$ cat src/rtl/apu_pkg.sv
// Shared definitions for the APU mixer: FSM encoding, modulator selectors and
// control-field widths.
package apu_pkg;
  typedef enum logic [1:0] {
    ST_IDLE  = 2'd0,
    ST_ACCUM = 2'd1,
    ST_SCALE = 2'd2
  } apu_state_e;

  localparam int MODE_PWM = 0;
  localparam int MODE_DSM = 1;
  localparam int GAIN_W   = 4;
  localparam int VOL_W    = 4;
endpackage

$ cat src/rtl/apu_mixer_sd_if.sv
// Link between the mixer core and its 1-bit output modulator.
interface apu_mixer_sd_if #(parameter int OUT_W = 8) ();
  logic [OUT_W-1:0] pcm;
  logic             audio;

  modport master (output pcm, input audio);
  modport slave  (input pcm, output audio);
endinterface

$ cat src/rtl/apu_pwm_dsm.sv
// 1-bit audio modulator: free-running PWM compare or first-order delta-sigma.
module apu_pwm_dsm
  import apu_pkg::*;
#(
  parameter int OUT_W = 8,
  parameter int MODE  = MODE_PWM
) (
  input  logic           clk_in,
  input  logic           rst_n_in,
  apu_mixer_sd_if.slave  mod
);

  generate
    if (MODE == MODE_DSM) begin : g_dsm
      logic [OUT_W:0] r_acc;

      // Carry out of the low OUT_W bits is the 1-bit density stream.
      always_ff @(posedge clk_in or negedge rst_n_in) begin
        if (!rst_n_in) r_acc <= '0;
        else           r_acc <= {1'b0, r_acc[OUT_W-1:0]} + {1'b0, mod.pcm};
      end

      assign mod.audio = r_acc[OUT_W];
    end else begin : g_pwm
      logic [OUT_W-1:0] r_cnt;
      logic             r_audio;

      always_ff @(posedge clk_in or negedge rst_n_in) begin
        if (!rst_n_in) begin
          r_cnt   <= '0;
          r_audio <= 1'b0;
        end else begin
          r_cnt   <= r_cnt + OUT_W'(1);
          r_audio <= (mod.pcm > r_cnt);
        end
      end

      assign mod.audio = r_audio;
    end
  endgenerate

endmodule

$ cat src/rtl/apu_mixer_sd.sv
// Sequential multi-channel audio mixer: one MAC per cycle, saturate, master
// volume, then a 1-bit modulator on the held PCM value.
module apu_mixer_sd
  import apu_pkg::*;
#(
  parameter int NUM_CH = 4,
  parameter int CH_W   = 4,
  parameter int OUT_W  = 8,
  parameter int SHIFT  = 2,
  parameter int MODE   = MODE_PWM
) (
  input  logic                     clk_in,
  input  logic                     rst_n_in,
  input  logic                     sample_in,
  input  logic [NUM_CH-1:0]        mute_in,
  input  logic [NUM_CH*CH_W-1:0]   ch_in,
  input  logic [NUM_CH*GAIN_W-1:0] gain_in,
  input  logic [VOL_W-1:0]         master_vol_in,
  output logic                     busy_out,
  output logic [OUT_W-1:0]         pcm_out,
  output logic                     pcm_valid_out,
  output logic                     overrun_out,
  output logic                     audio_out
);

  localparam int TW    = CH_W + GAIN_W;
  localparam int ACC_W = TW + $clog2(NUM_CH);
  localparam int IDX_W = $clog2(NUM_CH);
  localparam int WIDE  = (ACC_W > OUT_W) ? ACC_W : OUT_W;
  localparam int PW    = OUT_W + VOL_W;
  localparam logic [WIDE-1:0] PCM_MAX = WIDE'({OUT_W{1'b1}});

  apu_state_e r_state, w_state_nxt;

  logic [NUM_CH-1:0][CH_W-1:0]   r_ch;
  logic [NUM_CH-1:0][GAIN_W-1:0] r_gain;
  logic [NUM_CH-1:0]             r_mute;
  logic [VOL_W-1:0]              r_vol;
  logic [ACC_W-1:0]              r_acc;
  logic [IDX_W-1:0]              r_idx;
  logic                          r_ph;
  logic [OUT_W-1:0]              r_sat, r_pcm;
  logic                          r_valid, r_overrun;

  logic w_accept, w_add, w_sat_ld, w_pcm_ld, w_overrun;
  logic [TW-1:0]    w_term;
  logic [WIDE-1:0]  w_shift;
  logic [OUT_W-1:0] w_sat;
  logic [VOL_W:0]   w_vol_p1;
  logic [PW-1:0]    w_prod;

  always_ff @(posedge clk_in or negedge rst_n_in) begin
    if (!rst_n_in) r_state <= ST_IDLE;
    else           r_state <= w_state_nxt;
  end

  // SCALE spends two cycles: saturate first, then apply master volume.
  always_comb begin
    w_state_nxt = r_state;
    w_accept    = 1'b0;
    w_add       = 1'b0;
    w_sat_ld    = 1'b0;
    w_pcm_ld    = 1'b0;
    w_overrun   = 1'b0;
    case (r_state)
      ST_IDLE: begin
        if (sample_in) begin
          w_accept    = 1'b1;
          w_state_nxt = ST_ACCUM;
        end
      end
      ST_ACCUM: begin
        w_add     = 1'b1;
        w_overrun = sample_in;
        if (r_idx == IDX_W'(NUM_CH - 1)) w_state_nxt = ST_SCALE;
      end
      ST_SCALE: begin
        w_overrun = sample_in;
        if (!r_ph) w_sat_ld = 1'b1;
        else begin
          w_pcm_ld    = 1'b1;
          w_state_nxt = ST_IDLE;
        end
      end
      default: w_state_nxt = ST_IDLE;
    endcase
  end

  assign w_term   = r_mute[r_idx] ? '0 : TW'(r_ch[r_idx]) * TW'(r_gain[r_idx]);
  assign w_shift  = WIDE'(r_acc >> SHIFT);
  assign w_sat    = (w_shift > PCM_MAX) ? {OUT_W{1'b1}} : w_shift[OUT_W-1:0];
  assign w_vol_p1 = {1'b0, r_vol} + (VOL_W+1)'(1);
  assign w_prod   = PW'(r_sat) * PW'(w_vol_p1);

  always_ff @(posedge clk_in or negedge rst_n_in) begin
    if (!rst_n_in) begin
      r_ch      <= '0;
      r_gain    <= '0;
      r_mute    <= '0;
      r_vol     <= '0;
      r_acc     <= '0;
      r_idx     <= '0;
      r_ph      <= 1'b0;
      r_sat     <= '0;
      r_pcm     <= '0;
      r_valid   <= 1'b0;
      r_overrun <= 1'b0;
    end else begin
      r_valid   <= w_pcm_ld;
      r_overrun <= w_overrun;
      if (w_accept) begin
        r_ch   <= ch_in;
        r_gain <= gain_in;
        r_mute <= mute_in;
        r_vol  <= master_vol_in;
        r_acc  <= '0;
        r_idx  <= '0;
        r_ph   <= 1'b0;
      end
      if (w_add) begin
        r_acc <= r_acc + ACC_W'(w_term);
        r_idx <= r_idx + IDX_W'(1);
      end
      if (w_sat_ld) begin
        r_sat <= w_sat;
        r_ph  <= 1'b1;
      end
      if (w_pcm_ld) begin
        r_pcm <= w_prod[PW-1:VOL_W];
        r_ph  <= 1'b0;
      end
    end
  end

  assign busy_out      = (r_state != ST_IDLE);
  assign pcm_out       = r_pcm;
  assign pcm_valid_out = r_valid;
  assign overrun_out   = r_overrun;

  apu_mixer_sd_if #(.OUT_W(OUT_W)) u_mod_if ();

  assign u_mod_if.pcm = r_pcm;
  assign audio_out    = u_mod_if.audio;

  apu_pwm_dsm #(.OUT_W(OUT_W), .MODE(MODE)) u_mod (
    .clk_in   (clk_in),
    .rst_n_in (rst_n_in),
    .mod      (u_mod_if.slave)
  );

endmodule
$ cat config.mk
export PLATFORM = sky130hd
export DESIGN_NAME = apu_mixer_sd
export DESIGN_NICKNAME = d
export VERILOG_FILES = /design/src/rtl/apu_pkg.sv /design/src/rtl/apu_mixer_sd_if.sv /design/src/rtl/apu_pwm_dsm.sv /design/src/rtl/apu_mixer_sd.sv
export SDC_FILE = /design/constraint.sdc
export NUM_CORES = 1
export LEC_CHECK = 0
export ABC_AREA = 1
export BUFFER_PORTS_ARGS = -buffer_cell sky130_fd_sc_hd__buf_2
export CAP_MARGIN = 20
export CORE_MARGIN = 2
export CORE_UTILIZATION = 50
export CTS_BUF_LIST = sky130_fd_sc_hd__clkbuf_8
export CTS_CLUSTER_SIZE = 10
export DETAILED_ROUTE_END_ITERATION = 10
export PLACE_DENSITY_LB_ADDON = 0.1
export SYNTH_ARGS = -nofsm -noshare
export SYNTH_HDL_FRONTEND = slang
export SYNTH_SLANG_ARGS = --single-unit
$ cat constraint.sdc
create_clock -name clk_in -period 6.5 [get_ports clk_in]
set_clock_uncertainty 0.05 [all_clocks]
set_input_delay 0.325 -clock clk_in [delete_from_list [all_inputs] [get_ports clk_in]]
set_output_delay 0.325 -clock clk_in [all_outputs]
set_load 0.05 [all_outputs]
==> flow_summary.json <==
{
  "syn_area_per_cell_sq_um": 7.90,
  "timing.rr.end": "r_acc[7]$_DFFE_PN0P_",
  "start_util": 0.511,
  "fp.dieH_microns": 109,
  "ant_nets": 0,
  "crit_path_max_fanout": 22,
  "cts.clk_slew.worst_paths_ns": 0.09,
  "die_x_microns": 109,
  "crit_chain": "clkinv_1 -> nand2_1 -> a32oi_1 -> nand2_1 -> fa_1 -> inv_1 -> fa_1 -> inv_1 -> fa_1 -> nor2_1 -> o21ai_0 -> nand2_1 -> xnor2_1 -> nor2_1 -> ha_1 -> a21oi_1 -> o21a_1 -> nand2_1 -> a21oi_1 -> o21ai_0 -> o21ai_0",
  "row_count": 38,
  "overflow": 0,
  "viasPerCell": 5.06,
  "r2r_slack_ns": 1.73,
  "syn_area_sq_mm": 0.00551,
  "htreeDepth": 3,
  "setup_tns_ns": 0,
  "status": "finished clean",
  "grt_pass1_wl_microns": 20300,
  "clockPowerShare": 0.122,
  "min_period_over_period": 0.734,
  "p_sw_frac": 0.501,
  "ys_seq_area_frac": 0.372,
  "power.share.sequential": 0.271,
  "routedWlPerCell_microns": 13.6,
  "drc": 0,
  "cts_made_buffers": 9,
  "crit_end": "r_acc[7]$_DFFE_PN0P_",
  "finalHoldViolCount": 0,
  "crit-reg2reg-launch": "r_idx[0]$_DFFE_PN0P_",
  "dr.pass1.iters": 5,
  "tightest_slew_ns": 0.678,
  "portBuffers": 54,
  "antenna_found_initial": 0,
  "diodes": 0,
  "drv_cap": 0,
  "cts.sinks": 82,
  "insertion_delay_ns": 0.38,
  "dp_cells": 878,
  "max-vdd-ir-drop_mv": 0.300,
  "post_cts_buffers": 0,
  "endpoint_kind": "register",
  "final_nets": 868,
  "grtUsageTotal": 0.219,
  "ys_ff_latch": 82,
  "r2r.worst_path.cells": 21,
  "synthCells": 698,
  "switching_power_mw": 1.62,
  "hold_path_class": "input pin to register",
  "area_delta_synth_final_pct": 11.4,
  "p_int_mw": 1.62,
  "worst_path_most_repeated_cell": "nand2_1",
  "wl_microns": 12200,
  "coreArea_sq_mm": 0.0108,
  "cp_top_family": "adder cells",
  "startpoint": "r_idx[0]$_DFFE_PN0P_",
  "p_comb_frac": 0.607,
  "via_count": 4533,
  "setup_viol": 0,
  "grt_max_degree": 83,
  "ios": 55,
  "cts_root_buf": "clkbuf_8",
  "grt_pass1_vias": 4404,
  "num-fill-cells": 1011,
  "synth_nets": 815,
  "ys_warn_count": 0,
  "crit_type": "register to register",
  "cp.buffers_inverters": 3,
  "worstSetupStartpointType": "register",
  "grt_setup_unrepaired": "no",
  "worstSetupPathDepth": 21,
  "place_congestion": 0.892,
  "critPathArrivalTime_ns": 5.01,
  "cts_tree": "done",
  "power_density_mw_per_mm2": 527,
  "clockBufferDepth": 2,
  "critPathRequiredTime_ns": 6.74,
  "synth_top_area_frac": 0.372,
  "die_area_sq_mm": 0.0119,
  "stdcell_count": 896,
  "slew_violations": 0,
  "max_freq_mhz": 209,
  "drt-initial-drc-count": 240,
  "max_stage_delay_ns": 0.62,
  "drive_gt1_frac": 0.104,
  "cpMaxStageDelayCell": "dfrtp_1",
  "dp_hpwl_microns": 9220,
  "synth_largest_area_cell": "dfrtp_1",
  "cts-resized-gates": 0,
  "p_leak_nw": 3.46,
  "max-slew-margin-rel": 0.547,
  "cts-hold-fix-buffers": 0,
  "netlist_top_cells_area": "dfrtp_1 (37%), nand2_1 (16%), ha_1 (12%), fa_1 (7.6%), inv_1 (6.1%)",
  "synth_cell_types": 33,
  "fin_crit_ns": 4.77
}
==> cells in the mapped netlist <==
cell type,instances
nand2_1,241
inv_1,89
dfrtp_1,82
ha_1,53
nor2_1,53
a21oi_1,32
o21ai_0,25
nand3_1,24
fa_1,21
clkbuf_1,10
xor2_1,9
xnor2_1,8
a32oi_1,6
nor3_1,5
o22ai_1,5
nand2_2,4
buf_2,3
clkinv_1,3
nand4_1,3
nor3b_1,3
o21a_1,3
a22o_1,2
a32o_1,2
buf_4,2
o21ai_1,2
a211oi_1,1
inv_2,1
nand2b_1,1
nand3_2,1
nor2_4,1
o21bai_1,1
o221ai_1,1
o31ai_1,1
==> registers in the layout, summed over array words and instances (netlist names) <==
register	cells
r_vol	4
r_ch	16
r_sat	8
pcm_out	8
r_state	2
pcm_valid_out	1
overrun_out	1
r_acc	10
r_gain	16
u_mod.g_pwm.r_cnt	8
u_mod.mod.audio	1
r_idx	2
r_mute	4
r_ph	1
==> power by group through the flow <==
stage / Sequential (mW) / Clock (mW) / Combinational, mW
after detailed placement: 0.882 / 0 / 1.97
after floorplan: 0.868 / 0 / 1.51
after global placement: 0.880 / 0 / 1.90
after global routing: 0.897 / 0.429 / 2.26
final: 0.878 / 0.396 / 1.96
after CTS: 0.875 / 0.409 / 1.98
==> cell type report <==
class	count	area [sq um]	share of cell area
Clock buffer	9	124	0.0202
Clock inverter	7	81.3	0.0132
Inverter	93	349	0.0568
Multi-Input combinational cell	508	3050	0.496
Sequential cell	82	2050	0.334
Tap cell	140	175	0.0285
Timing Repair Buffer	57	318	0.0517
==> tightest hold or removal path, stage by stage <==
cell	delay, ns
buf_2	0.07
nand2_1	0.04
nand2_1	0.04
==> metal layers <==
metal,part of all wire,global-route usage
met1,0.47,0.294
met2,0.48,0.365
met3,0.034,0.0347
met4,0.013,0.0678
met5,0,0
==> how the worst min path moves through the flow <==
stage / start / end / slack (ns) / cells past startpoint
3_5_place_dp: r_mute[1]$_DFFE_PN0P_ / r_mute[1]$_DFFE_PN0P_ / 0.42 / 2
3_3_place_gp: r_gain[12]$_DFFE_PN0P_ / r_gain[12]$_DFFE_PN0P_ / 0.42 / 2
6_report: ch_in[2] / r_ch[2]$_DFFE_PN0P_ / 0.09 / 3
5_1_grt: gain_in[6] / r_gain[6]$_DFFE_PN0P_ / 0.08 / 3
2_1_floorplan: rst_n_in / overrun_out$_DFF_PN0_ / -0.02 / 0
4_1_cts: gain_in[6] / r_gain[6]$_DFFE_PN0P_ / 0.07 / 3
==> kinds of logic (layout without fill, tap and decap cells) <==
| family | Yosys count | after routing | share of synthesized area |
|---|---|---|---|
| flip-flops | 82 | 82 | 0.372 |
| XOR/XNOR | 17 | 17 | 0.0270 |
| AND/OR/NAND/NOR | 336 | 336 | 0.243 |
| adder cells (fa/ha/maj) | 74 | 74 | 0.197 |
| buffers and inverters | 108 | 166 | 0.0756 |
| AO/OA/AOI/OAI | 81 | 81 | 0.0853 |
==> cell usage in the layout (no fill, tap or decap), types with 4 or more instances in the layout <==
cell type	count
inv_6	4
dfrtp_1	82
buf_2	53
ha_1	53
inv_1	89
o21ai_0	25
nand2_2	4
xor2_1	9
a32oi_1	6
o22ai_1	5
a21oi_1	32
nand2_1	241
nand3_1	24
clkbuf_8	9
nor3_1	5
nor2_1	53
xnor2_1	8
fa_1	21
==> per-stage QoR <==
stage / worst slack, ns / util / total power, mW / instance area [sq um] / hold WS [ns]
after global routing: 1.25 / 0.569 / 3.59 / 6140 / 0.0755
after global placement: 1.91 / 0.547 / 2.78 / 5900 / 0.423
after CTS: 1.76 / 0.566 / 3.26 / 6110 / 0.0723
final: 1.73 / 0.569 / 3.24 / 6140 / 0.0931
after floorplan: 2.37 / - / 2.38 / 5510 / -0.0206
after detailed placement: 1.78 / 0.547 / 2.85 / 5900 / 0.423
(Power assumes the default switching activity.)
